## config.mk

```make
export PLATFORM = sky130hd
export DESIGN_NAME = cadr_cycle_timer
export DESIGN_NICKNAME = d
export VERILOG_FILES = /design/src/rtl/cadr_clk_pkg.sv /design/src/rtl/cadr_cycle_timer_tap_edge_sync.sv /design/src/rtl/cadr_cycle_timer.sv
export SDC_FILE = /design/constraint.sdc
export NUM_CORES = 1
export LEC_CHECK = 0
export ABC_AREA = 1
export CAP_MARGIN = 0
export CORE_UTILIZATION = 60
export CTS_CLUSTER_SIZE = 16
export DETAILED_ROUTE_END_ITERATION = 7
export DONT_BUFFER_PORTS = 1
export PLACE_DENSITY = 0.87
export SYNTH_ARGS = -nofsm -noshare
export SYNTH_HDL_FRONTEND = slang
export SYNTH_SLANG_ARGS = --single-unit
```

## constraint.sdc

```tcl
create_clock -name clk -period 1.55 [get_ports clk]
set_input_delay 0.2325 -clock clk [delete_from_list [all_inputs] [get_ports clk]]
set_output_delay 0.2325 -clock clk [all_outputs]
set_load 0.02 [all_outputs]
```

## src/rtl/cadr_clk_pkg.sv

```systemverilog
// Shared types and helpers for the CADR machine-cycle sequencer.
// FSM state encoding, delay-line tap indices and the speed-to-tap mapping.
package cadr_clk_pkg;

  typedef enum logic [1:0] {
    IDLE,
    LAUNCH,
    WAIT_RISE,
    WAIT_FALL
  } state_e;

  // Delay-line tap indices (tap[0] is the 50 ns output).
  localparam logic [2:0] TAP_50  = 3'd0;
  localparam logic [2:0] TAP_100 = 3'd1;
  localparam logic [2:0] TAP_150 = 3'd2;
  localparam logic [2:0] TAP_200 = 3'd3;
  localparam logic [2:0] TAP_250 = 3'd4;

  // Terminating tap for a cycle: the long-cycle control overrides speed.
  function automatic logic [2:0] speed_to_tap(input logic [1:0] speed, input logic ilong);
    logic [2:0] t;
    if (ilong) begin
      t = TAP_250;
    end else begin
      case (speed)
        2'd0:    t = TAP_100;
        2'd1:    t = TAP_150;
        2'd2:    t = TAP_200;
        default: t = TAP_250;
      endcase
    end
    return t;
  endfunction

endpackage

```

## src/rtl/cadr_cycle_timer_tap_edge_sync.sv

```systemverilog
// Multi-flop synchronizer for the asynchronous delay-line taps, followed by
// a per-bit rise/fall detector producing single-clk pulses.
module tap_edge_sync #(
  parameter int W      = 5,
  parameter int STAGES = 2
) (
  input  logic         clk,
  input  logic         reset_n,
  input  logic [W-1:0] d_i,
  output logic [W-1:0] rise_o,
  output logic [W-1:0] fall_o
);

  logic [W-1:0] sync_q [STAGES];
  logic [W-1:0] prev_q;

  // Shift the raw taps through the synchronizer and keep one delayed copy for edge detection.
  always_ff @(posedge clk) begin
    if (!reset_n) begin
      for (int i = 0; i < STAGES; i++) sync_q[i] <= '0;
      prev_q <= '0;
    end else begin
      sync_q[0] <= d_i;
      for (int i = 1; i < STAGES; i++) sync_q[i] <= sync_q[i-1];
      prev_q <= sync_q[STAGES-1];
    end
  end

  assign rise_o = sync_q[STAGES-1] & ~prev_q;
  assign fall_o = ~sync_q[STAGES-1] & prev_q;

endmodule

```

## src/rtl/cadr_cycle_timer.sv

```systemverilog
// CADR machine-cycle sequencer: launches a pulse into the delay line, waits
// for the selected tap to rise and fall, and emits TPCLK/TPWP/TPTSE.
// Optional feature macro: CYCLE_COUNT_EN adds the cyc_count output.
module cadr_cycle_timer
  import cadr_clk_pkg::*;
#(
  parameter int SYNC_STAGES = 2,
  parameter int TIMEOUT     = 64
`ifdef CYCLE_COUNT_EN
  , parameter int CNT_W     = 32
`endif
) (
  input  logic             clk,
  input  logic             reset_n,
  input  logic [4:0]       tap,
  input  logic [1:0]       speed,
  input  logic             ilong,
  input  logic             run,
  input  logic             step_req,
  output logic             td_in,
  output logic             tpclk,
  output logic             tpwp,
  output logic             tptse,
  output logic             busy,
  output logic             fault
`ifdef CYCLE_COUNT_EN
  , output logic [CNT_W-1:0] cyc_count
`endif
);

  localparam int WD_W = $clog2(TIMEOUT + 1);

  logic [4:0]      tap_rise, tap_fall;
  state_e          state_q;
  logic [2:0]      sel_q;
  logic [WD_W-1:0] wd_q;
  logic            td_in_q, tptse_q, tpclk_q, tpwp_q, fault_q, step_q;
  logic            step_rise, launch, wd_expired;

  tap_edge_sync #(.W(5), .STAGES(SYNC_STAGES)) u_tap_sync (
    .clk     (clk),
    .reset_n (reset_n),
    .d_i     (tap),
    .rise_o  (tap_rise),
    .fall_o  (tap_fall)
  );

  // A step edge only counts when nothing is in flight (tpclk cycle is still busy).
  assign step_rise  = step_req & ~step_q;
  assign launch     = ~fault_q & (run | (step_rise & ~tpclk_q));
  assign wd_expired = (wd_q == WD_W'(TIMEOUT));

  // Cycle sequencer with registered outputs; watchdog restarts on every state entry.
  always_ff @(posedge clk) begin
    if (!reset_n) begin
      state_q <= IDLE;
      sel_q   <= TAP_100;
      wd_q    <= '0;
      td_in_q <= 1'b0;
      tptse_q <= 1'b0;
      tpclk_q <= 1'b0;
      tpwp_q  <= 1'b0;
      fault_q <= 1'b0;
      step_q  <= 1'b0;
    end else begin
      step_q  <= step_req;
      tpclk_q <= 1'b0;
      tpwp_q  <= 1'b0;
      wd_q    <= wd_q + WD_W'(1);
      case (state_q)
        IDLE: begin
          if (launch) begin
            state_q <= LAUNCH;
            sel_q   <= speed_to_tap(speed, ilong);
            td_in_q <= 1'b1;
            tptse_q <= 1'b1;
            wd_q    <= '0;
          end
        end
        LAUNCH: begin
          state_q <= WAIT_RISE;
          wd_q    <= '0;
        end
        WAIT_RISE: begin
          if (tap_rise[TAP_50]) tpwp_q <= 1'b1;
          if (tap_rise[sel_q]) begin
            state_q <= WAIT_FALL;
            td_in_q <= 1'b0;
            tptse_q <= 1'b0;
            wd_q    <= '0;
          end else if (wd_expired) begin
            state_q <= IDLE;
            td_in_q <= 1'b0;
            tptse_q <= 1'b0;
            fault_q <= 1'b1;
            wd_q    <= '0;
          end
        end
        WAIT_FALL: begin
          if (tap_fall[sel_q]) begin
            state_q <= IDLE;
            tpclk_q <= 1'b1;
            wd_q    <= '0;
          end else if (wd_expired) begin
            state_q <= IDLE;
            td_in_q <= 1'b0;
            tptse_q <= 1'b0;
            fault_q <= 1'b1;
            wd_q    <= '0;
          end
        end
        default: state_q <= IDLE;
      endcase
    end
  end

  assign td_in = td_in_q;
  assign tptse = tptse_q;
  assign tpclk = tpclk_q;
  assign tpwp  = tpwp_q;
  assign fault = fault_q;
  // The tpclk clock still counts as busy so a step edge there is not accepted.
  assign busy  = (state_q != IDLE) | tpclk_q;

`ifdef CYCLE_COUNT_EN
  logic [CNT_W-1:0] cnt_q;

  // Count completed cycles; aborts never produce tpclk so they are not counted.
  always_ff @(posedge clk) begin
    if (!reset_n) cnt_q <= '0;
    else if (tpclk_q) cnt_q <= cnt_q + CNT_W'(1);
  end

  assign cyc_count = cnt_q;
`endif

endmodule

```

==> impl_metrics.ini <==
[floorplanning]
placeableCoreArea_um2 = 2480
initial_core_util_pct = 63.1
rows = 18
io_pins = 18
die_h_um = 53.1
die_x_um = 53.1
fp.dieArea_um2 = 2810

[layout]
n_antenna_cell = 0
syn_to_final_growth_pct = 15.8
drive_above_1_share_pct = 16.7
fin_nets = 249
instances_no_fill = 264
final_area_um2 = 1810

[run_status]
status = complete, no violations

[yosys]
synth_area_um2 = 1560
ys_ff_latch = 33
syn_avg_cell_area_um2 = 7.24
yosysWarnings = 0
syn-num-nets = 231
syn-instance-count = 216
synth.distinct_cells = 29
yosysSeqAreaShare_pct = 42.2

[global_route]
antenna_found_initial = 0
grt_use_total_pct = 26.6
grt_pass1_wl_mm = 5.25
grt_max_degree = 15
grt_pass1_vias = 1218
overflow = 0

[power_and_ir_drop]
peakVddDrop_mv = 1.08
combPwrFrac_pct = 22.5
p_leak_nw = 0.981
pwr_density_cell_nw_per_um2 = 1130
swShare_pct = 31.6
power.switching_mw = 0.648
p_clk_share_pct = 29.5
p_total_mw = 2.05
p_int_mw = 1.40
p_seq_share_pct = 48.0

[drt]
ant_nets = 0
via_per_inst = 5.37
vias = 1417
drt_iter0_markers = 50
dr.pass1.iters = 5
drt_wl_total_mm = 3.62
post_drt_wl_per_cell_um = 13.7
drc = 0

[setup_path]
regToRegSetupSlack_ps = 50
rr_worst_depth = 5
path_class = in -> reg
crit_start = reset_n
r2r-end = sel_q[1]
critPathRequiredTime_ps = 1830
path_max_fanout = 12
worstSetupEndpoint = u_tap_sync.sync_q[0][2]
r2r-start = tpclk
cp.arrival_ps = 1800
crit_path_end_kind = register
worstSetupStartpointType = input pin

[clock_network]
clock_sinks = 33
cts_buffers = 5
h-tree-depth = 2
clk_latency_ps = 320
max-clock-path-buffers = 2
path_clk_slew_ps = 100
cts_tree = built
cts_root_buffer = clkbuf_4

[timing]
relSlewSlack_pct = 73.4
finalSetupViolations = 0
max_clock_freq_mhz = 659
drv_slew = 0
skew_ps = 13.1
hold_viol_final = 0
period_minus_slack_ps = 1520
worst_pin_slew_ps = 398
fin_crit_sh_pct = 97.9
fin_hold_ws_ps = 9.80

[placement]
placed_area_um2 = 1600
dp.cells = 245
hpwl_mm = 2.06
routabilityCongestion = 0.886
io_buffers = 0

[min_path]
min-delay-path-class = in -> reg
hp-start = reset_n

[run]
maxCapViolations = 0
[critical path: stages]
cell           delay [ps]
dlygate4sd3_1         780
nand2_1               130
dlygate4sd3_1         600
inv_1                  50
[sequential cells by signal, summed over array words and instances, names as in the netlist]
name               flops
u_tap_sync.sync_q     10
wd_q                   7
u_tap_sync.prev_q      5
sel_q                  3
state_q                2
fault                  1
step_q                 1
td_in                  1
tpclk                  1
tptse                  1
tpwp                   1
[cells by family after synthesis]
group           share of synthesized area, %
simple gates                            33.1
compound gates                          6.80
fa+ha+maj                               2.40
buf+inv                                 13.8
xor+xnor                                1.68
flops                                   42.2
[layout by cell type (no fill, tap or decap), types with 2 or more instances in the layout]
cell type      instances
nand2_2                6
nor2_1                10
inv_2                  5
nand2_1               52
buf_4                  3
inv_1                 44
a21oi_1                6
xor2_1                 3
nand4_1                2
o31ai_1                2
nor3_2                 2
nor3_1                 3
o21ai_0                2
dfxtp_2                2
nand2_4                3
nand3_1               20
clkinv_2               2
nor2_2                 2
dlygate4sd3_1         11
clkbuf_4               5
nand3_2                3
clkinv_1               2
ha_1                   3
dfxtp_1               31
[cells in the mapped netlist]
cell	n	area, um^2
a22oi_1	1	7.51
nand2_4	3	33.8
nor2_2	3	18.8
nor2_1	10	37.5
nand3_2	2	20.0
nor4_1	1	6.26
o21ai_0	2	10.0
nor2_8	1	20.0
clkbuf_1	2	7.51
buf_6	1	11.3
ha_1	3	37.5
o21ai_2	1	8.76
clkinv_1	2	7.51
clkinv_2	1	5.00
o31ai_4	1	21.3
nand3_1	21	105
a211oi_1	1	7.51
o31ai_1	2	15.0
inv_1	45	169
or2_2	1	6.26
nand2_2	6	37.5
inv_2	4	15.0
nor3_1	5	25.0
a21oi_1	6	30.0
nand4_1	2	12.5
dfxtp_1	33	661
nand2_1	52	195
xor2_1	3	26.3
a31oi_1	1	6.26
[stage by stage]
step                      util (%)  setup WS, ps  setup TNS, ps
after floorplan                  -           226              0
after global placement        64.5           140              0
after detailed placement      64.5          62.4              0
after CTS                     70.5          34.2              0
after global routing          73.1         -86.1          -86.1
final                         73.1          32.4              0
[repair_timing]
| action | in CTS | in global routing |
|---|---|---|
| buffers inserted | 0 | 1 |
| hold buffers | 7 | 4 |
| endpoints found under the hold margin | 11 | 5 |
| resized for setup | 1 | 6 |
| pin swaps | 0 | 1 |
| endpoints found under the setup margin | 1 | 12 |
[power groups by stage]
stage                     clock (mW)  combinational, mW  sequential (mW)
final                          0.606              0.462            0.985
after global routing           0.645              0.509            0.993
after CTS                      0.609              0.422            0.976
after detailed placement           0              0.400            0.992
after global placement             0              0.390            0.991
after floorplan                    0              0.329            0.987
[metal layers]
metal,global-route usage [%],vias up,wire length (um)
met3,8.62,18,409
met1,34.8,624,1410
met2,39.5,83,1630
li1,-,692,-
met4,11.8,0,168
met5,0,-,0
[final cells by class]
| class | instances | area, um^2 |
|---|---|---|
| Clock inverter | 2 | 35.0 |
| Clock buffer | 5 | 37.5 |
| Fill cell | 177 | 667 |
| Tap cell | 30 | 37.5 |
| Multi-Input combinational cell | 128 | 708 |
| Timing Repair Buffer | 14 | 133 |
| Inverter | 52 | 196 |
| Sequential cell | 33 | 663 |
[how the worst min path moves through the flow]
stage / to / slack (ps) / cells after the start
after floorplan: step_q / 330 / 2
after global placement: u_tap_sync.sync_q[0][4] / 330 / 2
after CTS: u_tap_sync.sync_q[0][4] / 1 / 2
after global routing: u_tap_sync.prev_q[1] / 10 / 2
final: wd_q[5] / 10 / 2
after detailed placement: u_tap_sync.sync_q[0][2] / 330 / 2
Power figures use the tool's default switching activity.
